<file path="config.mk">
export PLATFORM = sky130hd
export DESIGN_NAME = trap_csr_unit_flat
export DESIGN_NICKNAME = d
export VERILOG_FILES = /design/src/rtl/trap_csr_unit_pkg.sv /design/src/rtl/trap_csr_unit_if.sv /design/src/rtl/trap_csr_unit_regs.sv /design/src/rtl/trap_csr_unit.sv /design/src/flat_wrapper.sv
export SDC_FILE = /design/constraint.sdc
export NUM_CORES = 1
export LEC_CHECK = 0
export ABC_AREA = 1
export CORE_ASPECT_RATIO = 0.7
export CORE_MARGIN = 4
export CORE_UTILIZATION = 40
export CTS_CLUSTER_DIAMETER = 30
export DETAILED_ROUTE_END_ITERATION = 8
export PLACE_DENSITY_LB_ADDON = 0.25
export REMOVE_ABC_BUFFERS = 1
export SETUP_SLACK_MARGIN = 0.05
export SLEW_MARGIN = 20
export SYNTH_ARGS = -nofsm -noshare
export SYNTH_HDL_FRONTEND = slang
export SYNTH_SLANG_ARGS = --single-unit
</file>
<file path="constraint.sdc">
create_clock -name clk -period 2.4 [get_ports clk]
set_clock_uncertainty 0.2 [all_clocks]
set_input_delay 0.24 -clock clk [delete_from_list [all_inputs] [get_ports clk]]
set_output_delay 0.24 -clock clk [all_outputs]
set_load 0.05 [all_outputs]
</file>
<file path="src/rtl/trap_csr_unit_pkg.sv">
// Shared definitions for the trap/CSR responder: PCU cause codes, CSR
// addresses, mcause encodings and the sequencer state encoding.
package trap_csr_unit_pkg;

    // Cause codes as driven by the PCU
    typedef enum logic [3:0] {
        No_Error        = 4'd0,
        Is_Breakpoint   = 4'd1,
        Is_Div_By_Zero  = 4'd2,
        Is_Mem_Access   = 4'd3,
        Is_Decode_Error = 4'd4
    } trap_cause_e;

    // M-mode trap CSR addresses
    localparam logic [11:0] CSR_MSTATUS = 12'h300;
    localparam logic [11:0] CSR_MTVEC   = 12'h305;
    localparam logic [11:0] CSR_MEPC    = 12'h341;
    localparam logic [11:0] CSR_MCAUSE  = 12'h342;
    localparam logic [11:0] CSR_MTVAL   = 12'h343;

    // mstatus bit positions; all other mstatus bits read as zero
    localparam int MSTATUS_MIE  = 3;
    localparam int MSTATUS_MPIE = 7;

    // mcause values reported to software for each PCU cause
    localparam logic [31:0] MCAUSE_BREAKPOINT  = 32'd3;
    localparam logic [31:0] MCAUSE_DIV_BY_ZERO = 32'h18;
    localparam logic [31:0] MCAUSE_MEM_ACCESS  = 32'd5;
    localparam logic [31:0] MCAUSE_DECODE      = 32'd2;

    // Trap sequencer states
    typedef enum logic [2:0] {
        ST_IDLE       = 3'd0,
        ST_SET_MTVAL  = 3'd1,
        ST_SET_MEPC   = 3'd2,
        ST_SET_MCAUSE = 3'd3,
        ST_REDIRECT   = 3'd4,
        ST_IN_HANDLER = 3'd5,
        ST_RETURN     = 3'd6
    } state_e;

    // Translate a PCU cause code into the architectural mcause value
    function automatic logic [31:0] map_cause(input logic [3:0] cause);
        logic [31:0] code;
        code = 32'd0;
        case (cause)
            Is_Breakpoint:   code = MCAUSE_BREAKPOINT;
            Is_Div_By_Zero:  code = MCAUSE_DIV_BY_ZERO;
            Is_Mem_Access:   code = MCAUSE_MEM_ACCESS;
            Is_Decode_Error: code = MCAUSE_DECODE;
            default:         code = 32'd0;
        endcase
        return code;
    endfunction

endpackage

</file>
<file path="src/rtl/trap_csr_unit_if.sv">
// Trap/mret handshake, fetch redirect and CSR software port between the
// PCU side (master) and the trap/CSR responder (slave).
interface trap_csr_unit_if;
    logic        trap_req;
    logic [3:0]  trap_cause;
    logic [31:0] trap_pc;
    logic [31:0] trap_info;
    logic        trap_ack;
    logic        mret_req;
    logic        mret_ack;
    logic        redirect_valid;
    logic [31:0] redirect_pc;
    logic        busy;
    logic [11:0] csr_raddr;
    logic [31:0] csr_rdata;
    logic        csr_wen;
    logic [11:0] csr_waddr;
    logic [31:0] csr_wdata;

    modport master (
        output trap_req, trap_cause, trap_pc, trap_info, mret_req,
               csr_raddr, csr_wen, csr_waddr, csr_wdata,
        input  trap_ack, mret_ack, redirect_valid, redirect_pc, busy, csr_rdata
    );

    modport slave (
        input  trap_req, trap_cause, trap_pc, trap_info, mret_req,
               csr_raddr, csr_wen, csr_waddr, csr_wdata,
        output trap_ack, mret_ack, redirect_valid, redirect_pc, busy, csr_rdata
    );
endinterface

</file>
<file path="src/rtl/trap_csr_unit_regs.sv">
// M-mode trap CSRs. Software write port merged with the trap sequencer's
// write strobes; the sequencer has priority on any CSR it touches.
module trap_csr_unit_regs
    import trap_csr_unit_pkg::*;
#(
    parameter logic [31:0] MTVEC_RESET = 32'h0000_1000,
    parameter logic        MIE_RESET   = 1'b1
) (
    input  logic        clk,
    input  logic        rst,
    input  logic [11:0] csr_raddr,
    output logic [31:0] csr_rdata,
    input  logic        csr_wen,
    input  logic [11:0] csr_waddr,
    input  logic [31:0] csr_wdata,
    input  logic        seq_mtval_we,
    input  logic [31:0] seq_mtval,
    input  logic        seq_mepc_we,
    input  logic [31:0] seq_mepc,
    input  logic        seq_trap_we,
    input  logic [31:0] seq_mcause,
    input  logic        seq_mret_we,
    output logic [31:0] mtvec,
    output logic [31:0] mepc,
    output logic        mie
);

    logic [31:0] mtval;
    logic [31:0] mcause;
    logic        mpie;

    // CSR state: software writes first, sequencer writes afterwards so
    // the later non-blocking assignment wins on a collision
    always_ff @(posedge clk) begin
        if (rst) begin
            mtvec  <= MTVEC_RESET & ~32'h3;
            mepc   <= 32'd0;
            mtval  <= 32'd0;
            mcause <= 32'd0;
            mie    <= MIE_RESET;
            mpie   <= 1'b0;
        end else begin
            if (csr_wen) begin
                case (csr_waddr)
                    CSR_MSTATUS: begin
                        mie  <= csr_wdata[MSTATUS_MIE];
                        mpie <= csr_wdata[MSTATUS_MPIE];
                    end
                    CSR_MTVEC:  mtvec  <= csr_wdata & ~32'h3;
                    CSR_MEPC:   mepc   <= csr_wdata & ~32'h3;
                    CSR_MCAUSE: mcause <= csr_wdata;
                    CSR_MTVAL:  mtval  <= csr_wdata;
                    default: ;
                endcase
            end
            if (seq_mtval_we) mtval <= seq_mtval;
            if (seq_mepc_we)  mepc  <= seq_mepc & ~32'h3;
            if (seq_trap_we) begin
                mcause <= seq_mcause;
                mpie   <= mie;
                mie    <= 1'b0;
            end
            if (seq_mret_we) begin
                mie  <= mpie;
                mpie <= 1'b1;
            end
        end
    end

    // Combinational software read mux; unmapped addresses read zero
    always_comb begin
        csr_rdata = 32'd0;
        case (csr_raddr)
            CSR_MSTATUS: begin
                csr_rdata[MSTATUS_MIE]  = mie;
                csr_rdata[MSTATUS_MPIE] = mpie;
            end
            CSR_MTVEC:  csr_rdata = mtvec;
            CSR_MEPC:   csr_rdata = mepc;
            CSR_MCAUSE: csr_rdata = mcause;
            CSR_MTVAL:  csr_rdata = mtval;
            default:    csr_rdata = 32'd0;
        endcase
    end

endmodule

</file>
<file path="src/rtl/trap_csr_unit.sv">
// Trap responder: accepts a PCU trap, sequences mtval -> mepc ->
// mcause/mstatus, redirects fetch to mtvec, and handles mret back to mepc.
module trap_csr_unit
    import trap_csr_unit_pkg::*;
#(
    parameter logic [31:0] MTVEC_RESET = 32'h0000_1000,
    parameter logic        MIE_RESET   = 1'b1
) (
    input  logic             clk,
    input  logic             rst,
    trap_csr_unit_if.slave   bus
);

    state_e      state;
    logic [3:0]  cause_q;
    logic [31:0] pc_q;
    logic [31:0] info_q;
    logic        trap_ack_q;
    logic        mret_ack_q;
    logic        redirect_valid_q;
    logic [31:0] redirect_pc_q;
    logic [31:0] mtvec;
    logic [31:0] mepc;
    logic        mie;
    logic        seq_mtval_we;
    logic        seq_mepc_we;
    logic        seq_trap_we;
    logic        seq_mret_we;
    logic [31:0] seq_mcause;

    // Sequencer CSR write strobes decode directly from the current state
    always_comb begin
        seq_mtval_we = (state == ST_SET_MTVAL);
        seq_mepc_we  = (state == ST_SET_MEPC);
        seq_trap_we  = (state == ST_SET_MCAUSE);
        seq_mret_we  = (state == ST_RETURN);
        seq_mcause   = map_cause(cause_q);
    end

    trap_csr_unit_regs #(
        .MTVEC_RESET (MTVEC_RESET),
        .MIE_RESET   (MIE_RESET)
    ) u_regs (
        .clk          (clk),
        .rst          (rst),
        .csr_raddr    (bus.csr_raddr),
        .csr_rdata    (bus.csr_rdata),
        .csr_wen      (bus.csr_wen),
        .csr_waddr    (bus.csr_waddr),
        .csr_wdata    (bus.csr_wdata),
        .seq_mtval_we (seq_mtval_we),
        .seq_mtval    (info_q),
        .seq_mepc_we  (seq_mepc_we),
        .seq_mepc     (pc_q),
        .seq_trap_we  (seq_trap_we),
        .seq_mcause   (seq_mcause),
        .seq_mret_we  (seq_mret_we),
        .mtvec        (mtvec),
        .mepc         (mepc),
        .mie          (mie)
    );

    // Trap/mret FSM with input latches and registered one-cycle pulses
    always_ff @(posedge clk) begin
        if (rst) begin
            state            <= ST_IDLE;
            cause_q          <= 4'd0;
            pc_q             <= 32'd0;
            info_q           <= 32'd0;
            trap_ack_q       <= 1'b0;
            mret_ack_q       <= 1'b0;
            redirect_valid_q <= 1'b0;
            redirect_pc_q    <= 32'd0;
        end else begin
            trap_ack_q       <= 1'b0;
            mret_ack_q       <= 1'b0;
            redirect_valid_q <= 1'b0;
            case (state)
                ST_IDLE: begin
                    // Masked or cause-less requests stay pending; mret is ignored here
                    if (bus.trap_req && (bus.trap_cause != No_Error) && mie) begin
                        cause_q <= bus.trap_cause;
                        pc_q    <= bus.trap_pc;
                        info_q  <= bus.trap_info;
                        state   <= ST_SET_MTVAL;
                    end
                end
                ST_SET_MTVAL:  state <= ST_SET_MEPC;
                ST_SET_MEPC:   state <= ST_SET_MCAUSE;
                ST_SET_MCAUSE: state <= ST_REDIRECT;
                ST_REDIRECT: begin
                    redirect_valid_q <= 1'b1;
                    redirect_pc_q    <= mtvec;
                    trap_ack_q       <= 1'b1;
                    state            <= ST_IN_HANDLER;
                end
                ST_IN_HANDLER: begin
                    if (bus.mret_req) state <= ST_RETURN;
                end
                ST_RETURN: begin
                    redirect_valid_q <= 1'b1;
                    redirect_pc_q    <= mepc;
                    mret_ack_q       <= 1'b1;
                    state            <= ST_IDLE;
                end
                default: state <= ST_IDLE;
            endcase
        end
    end

    assign bus.trap_ack       = trap_ack_q;
    assign bus.mret_ack       = mret_ack_q;
    assign bus.redirect_valid = redirect_valid_q;
    assign bus.redirect_pc    = redirect_pc_q;
    assign bus.busy           = (state != ST_IDLE) && (state != ST_IN_HANDLER);

endmodule

</file>
<file path="src/flat_wrapper.sv">
// flat-port wrapper written by rule: the top's interface ports become plain ports
module trap_csr_unit_flat import trap_csr_unit_pkg::*;
#(
    parameter logic [31:0] MTVEC_RESET = 32'h0000_1000,
    parameter logic        MIE_RESET   = 1'b1
)
  (clk, rst, bus_trap_req, bus_trap_cause, bus_trap_pc, bus_trap_info, bus_mret_req, bus_csr_raddr, bus_csr_wen, bus_csr_waddr, bus_csr_wdata, bus_trap_ack, bus_mret_ack, bus_redirect_valid, bus_redirect_pc, bus_busy, bus_csr_rdata);
  trap_csr_unit_if bus_i ();
  input  logic clk;
  input  logic rst;
  input wire logic [$bits(bus_i.trap_req)-1:0] bus_trap_req;
  input wire logic [$bits(bus_i.trap_cause)-1:0] bus_trap_cause;
  input wire logic [$bits(bus_i.trap_pc)-1:0] bus_trap_pc;
  input wire logic [$bits(bus_i.trap_info)-1:0] bus_trap_info;
  input wire logic [$bits(bus_i.mret_req)-1:0] bus_mret_req;
  input wire logic [$bits(bus_i.csr_raddr)-1:0] bus_csr_raddr;
  input wire logic [$bits(bus_i.csr_wen)-1:0] bus_csr_wen;
  input wire logic [$bits(bus_i.csr_waddr)-1:0] bus_csr_waddr;
  input wire logic [$bits(bus_i.csr_wdata)-1:0] bus_csr_wdata;
  output wire logic [$bits(bus_i.trap_ack)-1:0] bus_trap_ack;
  output wire logic [$bits(bus_i.mret_ack)-1:0] bus_mret_ack;
  output wire logic [$bits(bus_i.redirect_valid)-1:0] bus_redirect_valid;
  output wire logic [$bits(bus_i.redirect_pc)-1:0] bus_redirect_pc;
  output wire logic [$bits(bus_i.busy)-1:0] bus_busy;
  output wire logic [$bits(bus_i.csr_rdata)-1:0] bus_csr_rdata;
  assign bus_i.trap_req = bus_trap_req;
  assign bus_i.trap_cause = bus_trap_cause;
  assign bus_i.trap_pc = bus_trap_pc;
  assign bus_i.trap_info = bus_trap_info;
  assign bus_i.mret_req = bus_mret_req;
  assign bus_i.csr_raddr = bus_csr_raddr;
  assign bus_i.csr_wen = bus_csr_wen;
  assign bus_i.csr_waddr = bus_csr_waddr;
  assign bus_i.csr_wdata = bus_csr_wdata;
  assign bus_trap_ack = bus_i.trap_ack;
  assign bus_mret_ack = bus_i.mret_ack;
  assign bus_redirect_valid = bus_i.redirect_valid;
  assign bus_redirect_pc = bus_i.redirect_pc;
  assign bus_busy = bus_i.busy;
  assign bus_csr_rdata = bus_i.csr_rdata;
  trap_csr_unit #(.MTVEC_RESET(MTVEC_RESET), .MIE_RESET(MIE_RESET)) u_core (.clk(clk), .rst(rst), .bus(bus_i));
endmodule
</file>
==> run metrics <==
status finished, final reports clean; clk slew on worst S/H paths ~50 ps; Die H roughly 150 um; worst hold path startpoint bus_trap_info[16]; Hold Fails Final Rpt 0; Placed Instances approximately 2,100; Slew @ Worst Pin ~900 ps; row count 50; post-synth top area cell dfxtp_1; vias in the first global route between 10,000 and 15,000; Max-Cap Viols 0; die area 30,200 um^2; Overall Global Routing Usage about 25%; Final min period 2320 ps; Post-DP Area between 10,000 and 15,000 um^2; DRT Pass-1 Iters 5; fillers around 2,400; area grow syn2layout 43.1%; max frequency around 0.43 GHz; Yosys Warn Count 0; sequential share of the synthesized area around two fifths; total negative slack 0 ps; post-synth cell types 31; top-area cell type share of the netlist area between 40% and 50%; Root Buffer clkbuf_16; chip width approximately 200 um; initial antenna violation count 0; Initial Util between 40% and 50%; Yosys reg bits ~230; final worst-path cycle share a little over nine tenths; CTS tree done; crit path kind input port to primary output; CTS Buf Count 45; CP Capture Type primary output; Post-Route WL 40.5 mm; largest net degree at the start of global routing between 90 and 100; cell area after layout between 15,000 and 20,000 um^2; H-tree depth 2; DP Wirelength 24.9 mm; layout cell share with drive strength beyond 1 roughly an eighth; Top Ports roughly 200; static leakage approximately 6.7 nW; Post-synth top cells 339 x nand2_1, 228 x dfxtp_1, 178 x nor2_1; Critical Path RT roughly 2000 ps; worst rel slew slack between 30 and 40%; antenna-violating nets left 0; Placer Congestion 0.859; Top FF cell, synth dfxtp_1; pwr/cell area just under 800 nW/um^2; reg2reg start u_core.state[1]$_SDFFE_PP0P_; Slew Limit Fails 0; startpoint types input port; CTS sink count about 230; Inserted Diodes 0; synthesized cell area between 10,000 and 15,000 um^2; drt wl/cell between 15 and 20 um; core area 26,800 um^2; Core Util, Final 58.5%; I/O Buffers 192; RSZ-0062 raised after global routing false; Setup crit start bus_csr_raddr[9]; IR drop worst, VDD between 400 and 500 uV; async set-reset flop share out of synthesis 0%; Skew-Pair Late Insertion Delay roughly 530 ps; top cells by area, synth dfxtp_1 42%, nand2_1 12%, nand3_1 8.0%; # nets final approximately 1,900; Synth Area per Inst just under 7 um^2; post-synthesis instance total about 1,600; clk buf depth 3; crit path max fanout 11; # DRC 0; most frequent cell after synthesis nand2_1; worst min-delay path class input port to flop; Final setup violation count 0; first-pass GRT wire length approximately 60 mm; Initial DRC Count between 1,000 and 1,500; grt ovf 0; Post-Layout Cell Count between 2,000 and 2,500; EDFF count, synth 0; vias per inst ~5.3; routed via count 11,600; Arr. time, crit path between 1500 and 2000 ps
## logic make-up after synthesis
family	count (synthesis)	share of synthesized area [%]
AOI/OAI and AO/OA	292	14.6
buffers and inverters	272	10.8
DFF	228	41.6
other	1	0.0342
and+or+nand+nor	808	33.0
## area by class of cell
cell class	instances	area (um^2)	share of cell area, %
clock inverter	25	353	2.25
clock buffer	56	1260	8.03
multi-input combinational	1102	5320	33.9
sequential	228	4560	29.1
timing repair buffer	265	3160	20.1
inverter	156	588	3.75
tap	364	455	2.90
## repair_timing
| action | 4_1_cts | 5_1_grt |
|---|---|---|
| cloned | 0 | 8 |
| hold endpoints to repair | 10 | 0 |
| pin swaps | 9 | 21 |
| buffers inserted | 1 | 10 |
| hold buffers | 1 | 0 |
| gates resized for setup | 2 | 40 |
| setup endpoints to repair | 31 | 31 |
## flip-flops by register name (all words and copies together), names as in the netlist
signal and count:
u_core.u_regs.mtvec 30, u_core.info_q 32, u_core.bus.trap_ack 1, u_core.cause_q 4, u_core.u_regs.mcause 32, u_core.u_regs.mpie 1
u_core.bus.mret_ack 1, u_core.bus.redirect_pc 30, u_core.u_regs.mie 1, u_core.u_regs.mtval 32, u_core.pc_q 30, u_core.state 3
u_core.bus.redirect_valid 1, u_core.u_regs.mepc 30
## cell usage in the layout, fill, tap and decap left out, drive strengths merged, types with 16 or more instances in the layout
master / count
nand2: 344
dfxtp: 228
nor2: 188
nand3: 179
inv: 162
clkdlybuf4s50: 150
o21ai: 142
a21oi: 112
buf: 101
clkbuf: 61
nand4: 57
nand3b: 33
o211ai: 17
a21boi: 16
## layer usage
metal	global-route usage, %	wire length [um]
met1	34.3	17700
met4	7.15	879
met5	0	0
met3	5.35	3640
met2	40.3	18300
## per-stage QoR
stage / worst slack (ps) / total power [W] / hold WS (ps)
final: 83.0 / 0.0123 / 117
after global routing: 20.9 / 0.0127 / 148
after CTS: 10.3 / 0.0123 / 99.7
after detailed placement: -95.2 / 0.00563 / 242
after global placement: -77.2 / 0.00559 / 235
after floorplan: -1600 / 0.00498 / 109
## final timing paths
path                                           to  slack, ps  depth (start not counted)
min reg2reg        u_core.info_q[12]$_SDFFE_PP0P_        250                          2
min                u_core.info_q[16]$_SDFFE_PP0P_        120                          3
max                             bus_csr_rdata[21]         80                         10
max reg2reg  u_core.u_regs.mcause[4]$_SDFFE_PP0P_        230                          7
## report_power, final
part / switching, W / internal (W)
logic: 0.000881 / 0.000563
clock network: 0.00216 / 0.00449
registers: 0.000110 / 0.00405
## worst max-delay path, cell delays in order
cell             delay, ps
clkdlybuf4s50_1        450
nand2_1                 50
inv_1                   90
nand2_4                 90
nor2_4                 180
buf_6                  130
buf_12                 130
nand4_1                 80
nand4_1                250
buf_12                 180
Power figures use the tool's default switching activity.
